File: src/rtl/game_pkg.sv
`default_nettype none
// ============================================================================
//  Module      : game_pkg
//  Description : Shared game types and constants: doodler FSM encoding,
//                USB arrow keycodes, screen size and the arrow decoder.
//  Revision    : 1.0 - initial release
// ============================================================================
package game_pkg;

  typedef enum logic [1:0] {
    RIGHT    = 2'd0,
    LEFT     = 2'd1,
    SHOOTING = 2'd2
  } doodler_state_t;

  localparam logic [7:0] KEY_UP    = 8'd82;
  localparam logic [7:0] KEY_LEFT  = 8'd80;
  localparam logic [7:0] KEY_RIGHT = 8'd79;

  localparam int SCREEN_W = 640;
  localparam int SCREEN_H = 480;

  // Direction carried by a single keycode; NONE means "look elsewhere".
  typedef enum logic [1:0] {
    DIR_NONE  = 2'd0,
    DIR_UP    = 2'd1,
    DIR_LEFT  = 2'd2,
    DIR_RIGHT = 2'd3
  } shot_dir_t;

  function automatic shot_dir_t arrow_dir(input logic [7:0] key);
    case (key)
      KEY_UP:    return DIR_UP;
      KEY_LEFT:  return DIR_LEFT;
      KEY_RIGHT: return DIR_RIGHT;
      default:   return DIR_NONE;
    endcase
  endfunction

endpackage
`default_nettype wire

File: src/rtl/bullet_slot_scheduler_if.sv
`default_nettype none
// ============================================================================
//  Module      : bullet_slot_scheduler_if
//  Description : Bundle between the doodler FSM/position logic (master) and
//                the bullet scheduler (slave), including the bullet outputs
//                consumed by the color mapper and collision logic.
//  Revision    : 1.0 - initial release
// ============================================================================
interface bullet_slot_scheduler_if #(
  parameter int N_SLOTS = 4
);
  import game_pkg::*;

  doodler_state_t            state;
  logic [7:0]                keycode;
  logic [7:0]                keycode_ext;
  logic [9:0]                doodler_x;
  logic [9:0]                doodler_y;
  logic [N_SLOTS-1:0]        bullet_valid;
  logic [10*N_SLOTS-1:0]     bullet_x;
  logic [10*N_SLOTS-1:0]     bullet_y;
  logic                      fire_accepted;
  logic                      fire_dropped;

  modport master (
    output state, keycode, keycode_ext, doodler_x, doodler_y,
    input  bullet_valid, bullet_x, bullet_y, fire_accepted, fire_dropped
  );

  modport slave (
    input  state, keycode, keycode_ext, doodler_x, doodler_y,
    output bullet_valid, bullet_x, bullet_y, fire_accepted, fire_dropped
  );

endinterface
`default_nettype wire

File: src/rtl/bullet_slot_scheduler_slot.sv
`default_nettype none
// ============================================================================
//  Module      : bullet_slot
//  Description : One projectile slot: position, horizontal step and live flag.
//                Loads on spawn, otherwise moves up once per frame and retires
//                when the next step would leave the play field.
//  Revision    : 1.0 - initial release
// ============================================================================
module bullet_slot
  import game_pkg::*;
#(
  parameter int SPEED = 8,
  parameter int X_MAX = 639
) (
  input  wire logic               frame_clk,
  input  wire logic               Reset,
  input  wire logic               spawn,
  input  wire logic [9:0]         spawn_x,
  input  wire logic [9:0]         spawn_y,
  input  wire logic signed [10:0] spawn_dx,
  output logic                    valid,
  output logic [9:0]              x,
  output logic [9:0]              y
);

  logic               r_valid;
  logic [9:0]         r_x;
  logic [9:0]         r_y;
  logic signed [10:0] r_dx;

  logic signed [10:0] w_x_next;
  logic               w_retire;

  // Next horizontal position in signed 11 bits; any overflow lands negative
  // and is therefore treated as off-field as well.
  always_comb begin
    w_x_next = $signed({1'b0, r_x}) + r_dx;
    w_retire = (r_y < 10'(SPEED)) || w_x_next[10] || (w_x_next > $signed(11'(X_MAX)));
  end

  // Spawn load has priority; a live slot either steps or retires each frame.
  always_ff @(posedge frame_clk or posedge Reset) begin
    if (Reset) begin
      r_valid <= 1'b0;
      r_x     <= '0;
      r_y     <= '0;
      r_dx    <= '0;
    end else if (spawn) begin
      r_valid <= 1'b1;
      r_x     <= spawn_x;
      r_y     <= spawn_y;
      r_dx    <= spawn_dx;
    end else if (r_valid) begin
      if (w_retire) begin
        r_valid <= 1'b0;
      end else begin
        r_x <= w_x_next[9:0];
        r_y <= r_y - 10'(SPEED);
      end
    end
  end

  assign valid = r_valid;
  assign x     = r_x;
  assign y     = r_y;

endmodule
`default_nettype wire

File: src/rtl/bullet_slot_scheduler.sv
`default_nettype none
// ============================================================================
//  Module      : bullet_slot_scheduler
//  Description : Projectile pool for the doodler. Detects entry into SHOOTING,
//                decodes the shot direction from the arrow keys, allocates the
//                lowest free slot subject to a cooldown and reports the outcome
//                with one-frame pulses.
//  Revision    : 1.0 - initial release
// ============================================================================
module bullet_slot_scheduler
  import game_pkg::*;
#(
  parameter int N_SLOTS   = 4,
  parameter int SPEED     = 8,
  parameter int DX_DIAG   = 4,
  parameter int SPAWN_OFS = 16,
  parameter int X_MAX     = 639,
  parameter int COOLDOWN  = 6
) (
  input  wire logic              frame_clk,
  input  wire logic              Reset,
  bullet_slot_scheduler_if.slave bus
);

  localparam int CD_W   = (COOLDOWN < 1) ? 1 : $clog2(COOLDOWN + 1);
  localparam int SLOT_W = (N_SLOTS < 2) ? 1 : $clog2(N_SLOTS);

  doodler_state_t        r_prev_state;
  logic [CD_W-1:0]       r_cooldown;
  logic                  r_fire_accepted;
  logic                  r_fire_dropped;

  logic                  w_event;
  shot_dir_t             w_dir;
  logic signed [10:0]    w_dx;
  logic                  w_free_found;
  logic [SLOT_W-1:0]     w_free_idx;
  logic                  w_cool_open;
  logic                  w_room_above;
  logic                  w_accept;
  logic [9:0]            w_spawn_y;
  logic [N_SLOTS-1:0]    w_spawn;
  logic [N_SLOTS-1:0]    w_slot_valid;
  logic [10*N_SLOTS-1:0] w_slot_x;
  logic [10*N_SLOTS-1:0] w_slot_y;

  // Primary keycode decides the direction; the secondary one only fills in
  // when the primary carries no arrow.
  always_comb begin
    w_dir = arrow_dir(bus.keycode);
    if (w_dir == DIR_NONE) begin
      w_dir = arrow_dir(bus.keycode_ext);
    end
    case (w_dir)
      DIR_LEFT:  w_dx = 11'(-DX_DIAG);
      DIR_RIGHT: w_dx = 11'(DX_DIAG);
      default:   w_dx = '0;
    endcase
  end

  // Lowest-index slot that is empty at the start of the frame; a slot that is
  // retiring on this edge still reads as live here.
  always_comb begin
    w_free_found = 1'b0;
    w_free_idx   = '0;
    for (int i = N_SLOTS - 1; i >= 0; i--) begin
      if (!w_slot_valid[i]) begin
        w_free_found = 1'b1;
        w_free_idx   = SLOT_W'(i);
      end
    end
  end

  // Fire decision. The accept frame counts as the first of the COOLDOWN
  // frames, so the gate reopens once only the current frame's tick remains.
  always_comb begin
    w_event      = (r_prev_state != SHOOTING) && (bus.state == SHOOTING);
    w_cool_open  = (r_cooldown <= CD_W'(1));
    w_room_above = (bus.doodler_y >= 10'(SPAWN_OFS));
    w_accept     = w_event && w_cool_open && w_free_found && w_room_above;
    w_spawn_y    = bus.doodler_y - 10'(SPAWN_OFS);
    w_spawn      = '0;
    for (int i = 0; i < N_SLOTS; i++) begin
      if (w_accept && (w_free_idx == SLOT_W'(i))) begin
        w_spawn[i] = 1'b1;
      end
    end
  end

  // Edge-detect history, cooldown counter and registered outcome pulses.
  always_ff @(posedge frame_clk or posedge Reset) begin
    if (Reset) begin
      r_prev_state    <= RIGHT;
      r_cooldown      <= '0;
      r_fire_accepted <= 1'b0;
      r_fire_dropped  <= 1'b0;
    end else begin
      r_prev_state    <= bus.state;
      r_fire_accepted <= w_accept;
      r_fire_dropped  <= w_event && !w_accept;
      if (w_accept) begin
        r_cooldown <= CD_W'(COOLDOWN);
      end else if (r_cooldown != '0) begin
        r_cooldown <= r_cooldown - CD_W'(1);
      end
    end
  end

  for (genvar g = 0; g < N_SLOTS; g++) begin : g_slot
    bullet_slot #(
      .SPEED (SPEED),
      .X_MAX (X_MAX)
    ) u_slot (
      .frame_clk (frame_clk),
      .Reset     (Reset),
      .spawn     (w_spawn[g]),
      .spawn_x   (bus.doodler_x),
      .spawn_y   (w_spawn_y),
      .spawn_dx  (w_dx),
      .valid     (w_slot_valid[g]),
      .x         (w_slot_x[10*g +: 10]),
      .y         (w_slot_y[10*g +: 10])
    );
  end

  assign bus.bullet_valid  = w_slot_valid;
  assign bus.bullet_x      = w_slot_x;
  assign bus.bullet_y      = w_slot_y;
  assign bus.fire_accepted = r_fire_accepted;
  assign bus.fire_dropped  = r_fire_dropped;

endmodule
`default_nettype wire
File: src/flat_wrapper.sv
// flat-port wrapper written by rule: the top's interface ports become plain ports
module bullet_slot_scheduler_flat import game_pkg::*;
#(
  parameter int N_SLOTS   = 4,
  parameter int SPEED     = 8,
  parameter int DX_DIAG   = 4,
  parameter int SPAWN_OFS = 16,
  parameter int X_MAX     = 639,
  parameter int COOLDOWN  = 6
)
  (frame_clk, Reset, bus_state, bus_keycode, bus_keycode_ext, bus_doodler_x, bus_doodler_y, bus_bullet_valid, bus_bullet_x, bus_bullet_y, bus_fire_accepted, bus_fire_dropped);
  bullet_slot_scheduler_if #(.N_SLOTS(N_SLOTS)) bus_i ();
  input  wire logic frame_clk;
  input  wire logic Reset;
  input wire logic [$bits(bus_i.state)-1:0] bus_state;
  input wire logic [$bits(bus_i.keycode)-1:0] bus_keycode;
  input wire logic [$bits(bus_i.keycode_ext)-1:0] bus_keycode_ext;
  input wire logic [$bits(bus_i.doodler_x)-1:0] bus_doodler_x;
  input wire logic [$bits(bus_i.doodler_y)-1:0] bus_doodler_y;
  output wire logic [$bits(bus_i.bullet_valid)-1:0] bus_bullet_valid;
  output wire logic [$bits(bus_i.bullet_x)-1:0] bus_bullet_x;
  output wire logic [$bits(bus_i.bullet_y)-1:0] bus_bullet_y;
  output wire logic [$bits(bus_i.fire_accepted)-1:0] bus_fire_accepted;
  output wire logic [$bits(bus_i.fire_dropped)-1:0] bus_fire_dropped;
  assign bus_i.state = bus_state;
  assign bus_i.keycode = bus_keycode;
  assign bus_i.keycode_ext = bus_keycode_ext;
  assign bus_i.doodler_x = bus_doodler_x;
  assign bus_i.doodler_y = bus_doodler_y;
  assign bus_bullet_valid = bus_i.bullet_valid;
  assign bus_bullet_x = bus_i.bullet_x;
  assign bus_bullet_y = bus_i.bullet_y;
  assign bus_fire_accepted = bus_i.fire_accepted;
  assign bus_fire_dropped = bus_i.fire_dropped;
  bullet_slot_scheduler #(.N_SLOTS(N_SLOTS), .SPEED(SPEED), .DX_DIAG(DX_DIAG), .SPAWN_OFS(SPAWN_OFS), .X_MAX(X_MAX), .COOLDOWN(COOLDOWN)) u_core (.frame_clk(frame_clk), .Reset(Reset), .bus(bus_i));
endmodule
File: config.mk
export PLATFORM = sky130hd
export DESIGN_NAME = bullet_slot_scheduler_flat
export DESIGN_NICKNAME = d
export VERILOG_FILES = /design/src/rtl/game_pkg.sv /design/src/rtl/bullet_slot_scheduler_if.sv /design/src/rtl/bullet_slot_scheduler_slot.sv /design/src/rtl/bullet_slot_scheduler.sv /design/src/flat_wrapper.sv
export SDC_FILE = /design/constraint.sdc
export NUM_CORES = 1
export LEC_CHECK = 0
export CELL_PAD_IN_SITES_DETAIL_PLACEMENT = 1
export CELL_PAD_IN_SITES_GLOBAL_PLACEMENT = 1
export CORE_ASPECT_RATIO = 0.7
export CORE_MARGIN = 2
export CORE_UTILIZATION = 44
export CTS_BUF_LIST = sky130_fd_sc_hd__clkbuf_4
export CTS_CLUSTER_SIZE = 28
export DETAILED_ROUTE_END_ITERATION = 6
export MAX_ROUTING_LAYER = met4
export PLACE_DENSITY = 0.95
export SYNTH_ARGS = -nofsm -noshare
export SYNTH_HDL_FRONTEND = slang
export SYNTH_SLANG_ARGS = --single-unit
File: constraint.sdc
create_clock -name frame_clk -period 9 [get_ports frame_clk]
set_input_delay 2.7 -clock frame_clk [delete_from_list [all_inputs] [get_ports frame_clk]]
set_output_delay 2.7 -clock frame_clk [all_outputs]
set_load 0.005 [all_outputs]
==> results by group <==
Floorplan
  – Die area: about 0.015 sq mm
  – Core area: about 0.014 sq mm
  – Die Y: roughly 100 um
  – Die X-Extent: ~150 um
  – FP Rows: 36
  – Initial Util: between 40% and 50%
  – Io pins: 126

Logic synthesis
  – Synth Area in Compound Gates: between 20% and 30%
  – Synth area leaders: dfrtp_1, ha_1, nand2_1, nor2_1, a21oi_1
  – Main synth FF type: dfrtp_1
  – Mapped Cells: 693
  – Largest family of logic cells by synthesized area: compound AO/OA/AOI/OAI gates
  – Synth area leader: dfrtp_1
  – Simple-gate area share of the yosys netlist: 18.1%
  – Yosys top cell area share: about 40%
  – Sequential-to-total area share from yosys stat: between 30 and 40%
  – Mapped Nets: around 800
  – Async set or reset register ratio after synthesis: 100%
  – Ys Warns: 0
  – Post-synthesis register bit count: 99
  – Post-Synth XOR/XNOR Area: between 4 and 5%
  – EDFF count, synth: 0
  – Adder-cell share of the synthesized area: under 10%
  – Mapped Area: between 0.006 and 0.007 sq mm
  – Synth unique cells: between 60 and 70
  – Syn avg cell area: just over 9 sq um
  – Multiplexer share of the synthesized area: between 4 and 5%

Power
  – Power Dens Cells: 214 mW/mm^2
  – Worst IR Drop VDD: 138 uV
  – Leak pwr: 3.50 nW

Drt
  – Met2 wire len: between 10,000 and 15,000 um
  – ANT nets after route: 0
  – Met3 wire length: around 1600 um
  – Drt drc: 0
  – M1 WL: about 8900 um
  – Vias: roughly 6.1k
  – Max Used Layer: met4
  – Vias per inst: roughly 6.1
  – Drt first pass iters: 4
  – Post-DR wirelength/cell: ~21 um
  – First DRT Iteration DRCs: between 300 and 400
  – Final Routed Wirelength: between 20,000 and 25,000 um

Cells and area
  – Final instance area: slightly below 0.008 sq mm
  – Footprint of the multi-input gates: roughly 0.0036 sq mm
  – Layout Cells excl Fill: about 1.0k
  – Layout cell share with drive strength beyond 1: between 5 and 6%
  – Area growth syn-to-layout: 24.3%
  – ANT cells: 0
  – Post-layout nets: 890
  – Flip-flop and latch area: roughly 0.0025 sq mm
  – Filler cells: 1,571

Min path
  – Min-delay worst type: flip-flop to flip-flop
  – Hold EP: u_core.g_slot[3].u_slot.y[1]
  – Hold Startpoint: u_core.g_slot[3].u_slot.y[1]
  – Worst hold path stage count: 2

Clock tree
  – Worst-Skew Late Latency: approximately 0.48 ns
  – Post-CTS Hold Buffers: 0
  – Clk sink count: 99
  – CTS tree: yes
  – CTS root buf: clkbuf_4
  – CTS resizes: 0
  – # Post-CTS Setup Buffers: 0
  – Cts bufs inserted: 9
  – Clock transition at path regs: roughly 0.16 ns
  – Clk buf depth: 2
  – H-tree levels: 3

GRT
  – Vias in the first global route: 6,430
  – Initial antenna violation count: 0
  – GRT Util Overall: about 29%
  – First-pass GRT wire length: 33,900 um
  – Largest net degree at the start of global routing: 62
  – GR Overflow Total: 0

Place
  – PortBufs: approximately 130
  – Dpl ws: between 2 and 2.5 ns
  – Placed inst area: slightly below 0.008 sq mm
  – Dpl hpwl: about 16,000 um
  – Dpl cells: a little under 1k
  – Placer Congestion: between 0.8 and 0.9

Timing
  – Final setup TNS: 0 ns
  – RSZ-0062 raised after global routing: false
  – Clock skew: between 0.01 and 0.015 ns
  – Worst-Margin Slew: 1.31 ns
  – Final Hold Fails: 0
  – Fmax: ~0.16 GHz
  – Final period util: between 70% and 80%
  – Rel. slew slack: between 10 and 15%
  – Slew Limit Fails: 0
  – Min cycle time layout: 6.30 ns
  – Worst setup margin: between 2 and 3 ns
  – Endpoints failing setup: 0

Status
  – Status: finished, final reports clean

Critical path
  – Critical path required time: 9.34 ns
  – RR Endpoint: u_core.g_slot[0].u_slot.y[3]
  – Critical R2R Launch: u_core.g_slot[0].u_slot.x[2]
  – Reg-to-reg slack, setup: 4.94 ns
  – Nature of the critical path endpoint: flip-flop
  – Arrival @ worst endpoint: approximately 6.6 ns
  – Worst r2r path cells: 9
  – Largest fanout on the critical path: 20
  – Critical path type: input pin to flip-flop
  – Startpoint types: input pin

Job
  – Maximum capacitance violations: 0
cell usage after synthesis (4+ instances only):
cell / instances
a21oi_1: 41
nor3b_1: 6
o31ai_1: 4
a311oi_1: 4
nand2_1: 85
or3_1: 19
o21ai_0: 24
fa_1: 4
mux2_2: 11
ha_1: 41
o22a_1: 11
a311o_1: 4
nand2b_1: 9
o22ai_1: 5
mux2i_1: 18
nor3_1: 15
a211oi_1: 9
or4_1: 5
a211o_1: 6
xnor2_1: 22
xor2_1: 11
buf_4: 4
nor2_1: 56
o221ai_1: 8
nor2b_1: 9
a31oi_1: 13
or2_2: 4
inv_1: 31
o21a_1: 5
dfrtp_1: 99
buf_2: 10
nand3_1: 18
clkbuf_1: 16
a21o_1: 16
o211ai_1: 6
stage by stage:
stage                     hold WS [ns]  power [mW]  utilization (%)
final                            0.501        1.69             56.4
after CTS                        0.512        1.69             56.4
after floorplan                  0.470        1.06                -
after global routing             0.537        1.79             56.4
after detailed placement         0.477        1.44             55.4
after global placement           0.462        1.37             55.4
per-layer routing:
metal  vias to the layer above  track usage, %
li1                       2749               -
met3                        31            6.46
met1                      3076            35.3
met4                         0            6.66
met5                         -               -
met2                       228            48.1
cell families (layout without fill, tap and decap cells):
logic type | count (synthesis) | in the layout
XOR/XNOR | 33 | 33
multiplexers | 29 | 29
adder cells (fa/ha/maj) | 45 | 45
AO/OA/AOI/OAI | 185 | 185
flip-flops | 99 | 99
AND/OR/NAND/NOR | 241 | 241
buffers and inverters | 61 | 178
registers in the layout, indices dropped and copies added (netlist names):
name and count:
u_core.g_slot.u_slot.r_dx 8, u_core.r_prev_state 2, u_core.bus.fire_dropped 1, u_core.bus.fire_accepted 1, u_core.g_slot.u_slot.x 40, u_core.g_slot.u_slot.y 40, u_core.r_cooldown 3, u_core.g_slot.u_slot.valid 4
power breakdown:
group	switching, mW	total, mW	internal [mW]	leakage [nW]
registers	0.132	0.682	0.550	1.13
clock network	0.160	0.247	0.0866	0.0729
logic	0.371	0.762	0.391	2.29
worst max-delay path, stage by stage:
cell	delay (ns)
clkdlybuf4s50_1	0.70
ha_1	0.21
or4b_1	0.45
o2111a_1	0.29
nor3_2	0.89
a311o_1	0.25
a21oi_1	0.05
buf_4	0.22
nor2b_1	0.63
o221ai_1	0.23
placed cells by master (no fill, tap or decap), types with 11 or more instances in the layout:
master           count
a21o_1              16
a21oi_1             41
a31oi_1             13
clkdlybuf4s50_1    125
dfrtp_1             99
ha_1                41
inv_1               30
mux2_2              11
mux2i_1             18
nand2_1             85
nand3_1             18
nor2_1              56
nor3_1              14
o21ai_0             24
o22a_1              11
or3_1               19
xnor2_1             22
xor2_1              11
final cells by class:
| type | count | share of cell area [%] |
|---|---|---|
| clock buffers | 9 | 0.854 |
| clock inverters | 7 | 0.965 |
| multi-input cells | 533 | 45.9 |
| flip-flops and latches | 99 | 31.3 |
| inverters | 31 | 1.50 |
| repair buffers | 131 | 16.4 |
| well taps | 190 | 3.01 |
how the worst max path moves through the flow:
stage                                        end              from
floorplan               u_core.bus.fire_accepted             Reset
global placement    u_core.g_slot[0].u_slot.y[3]  bus_doodler_y[4]
detailed placement  u_core.g_slot[0].u_slot.y[3]  bus_doodler_y[4]
CTS                 u_core.g_slot[0].u_slot.y[3]  bus_doodler_y[4]
global route        u_core.g_slot[0].u_slot.y[3]  bus_doodler_y[4]
finish              u_core.g_slot[0].u_slot.y[3]  bus_doodler_y[4]
Power figures use the tool's default switching activity.
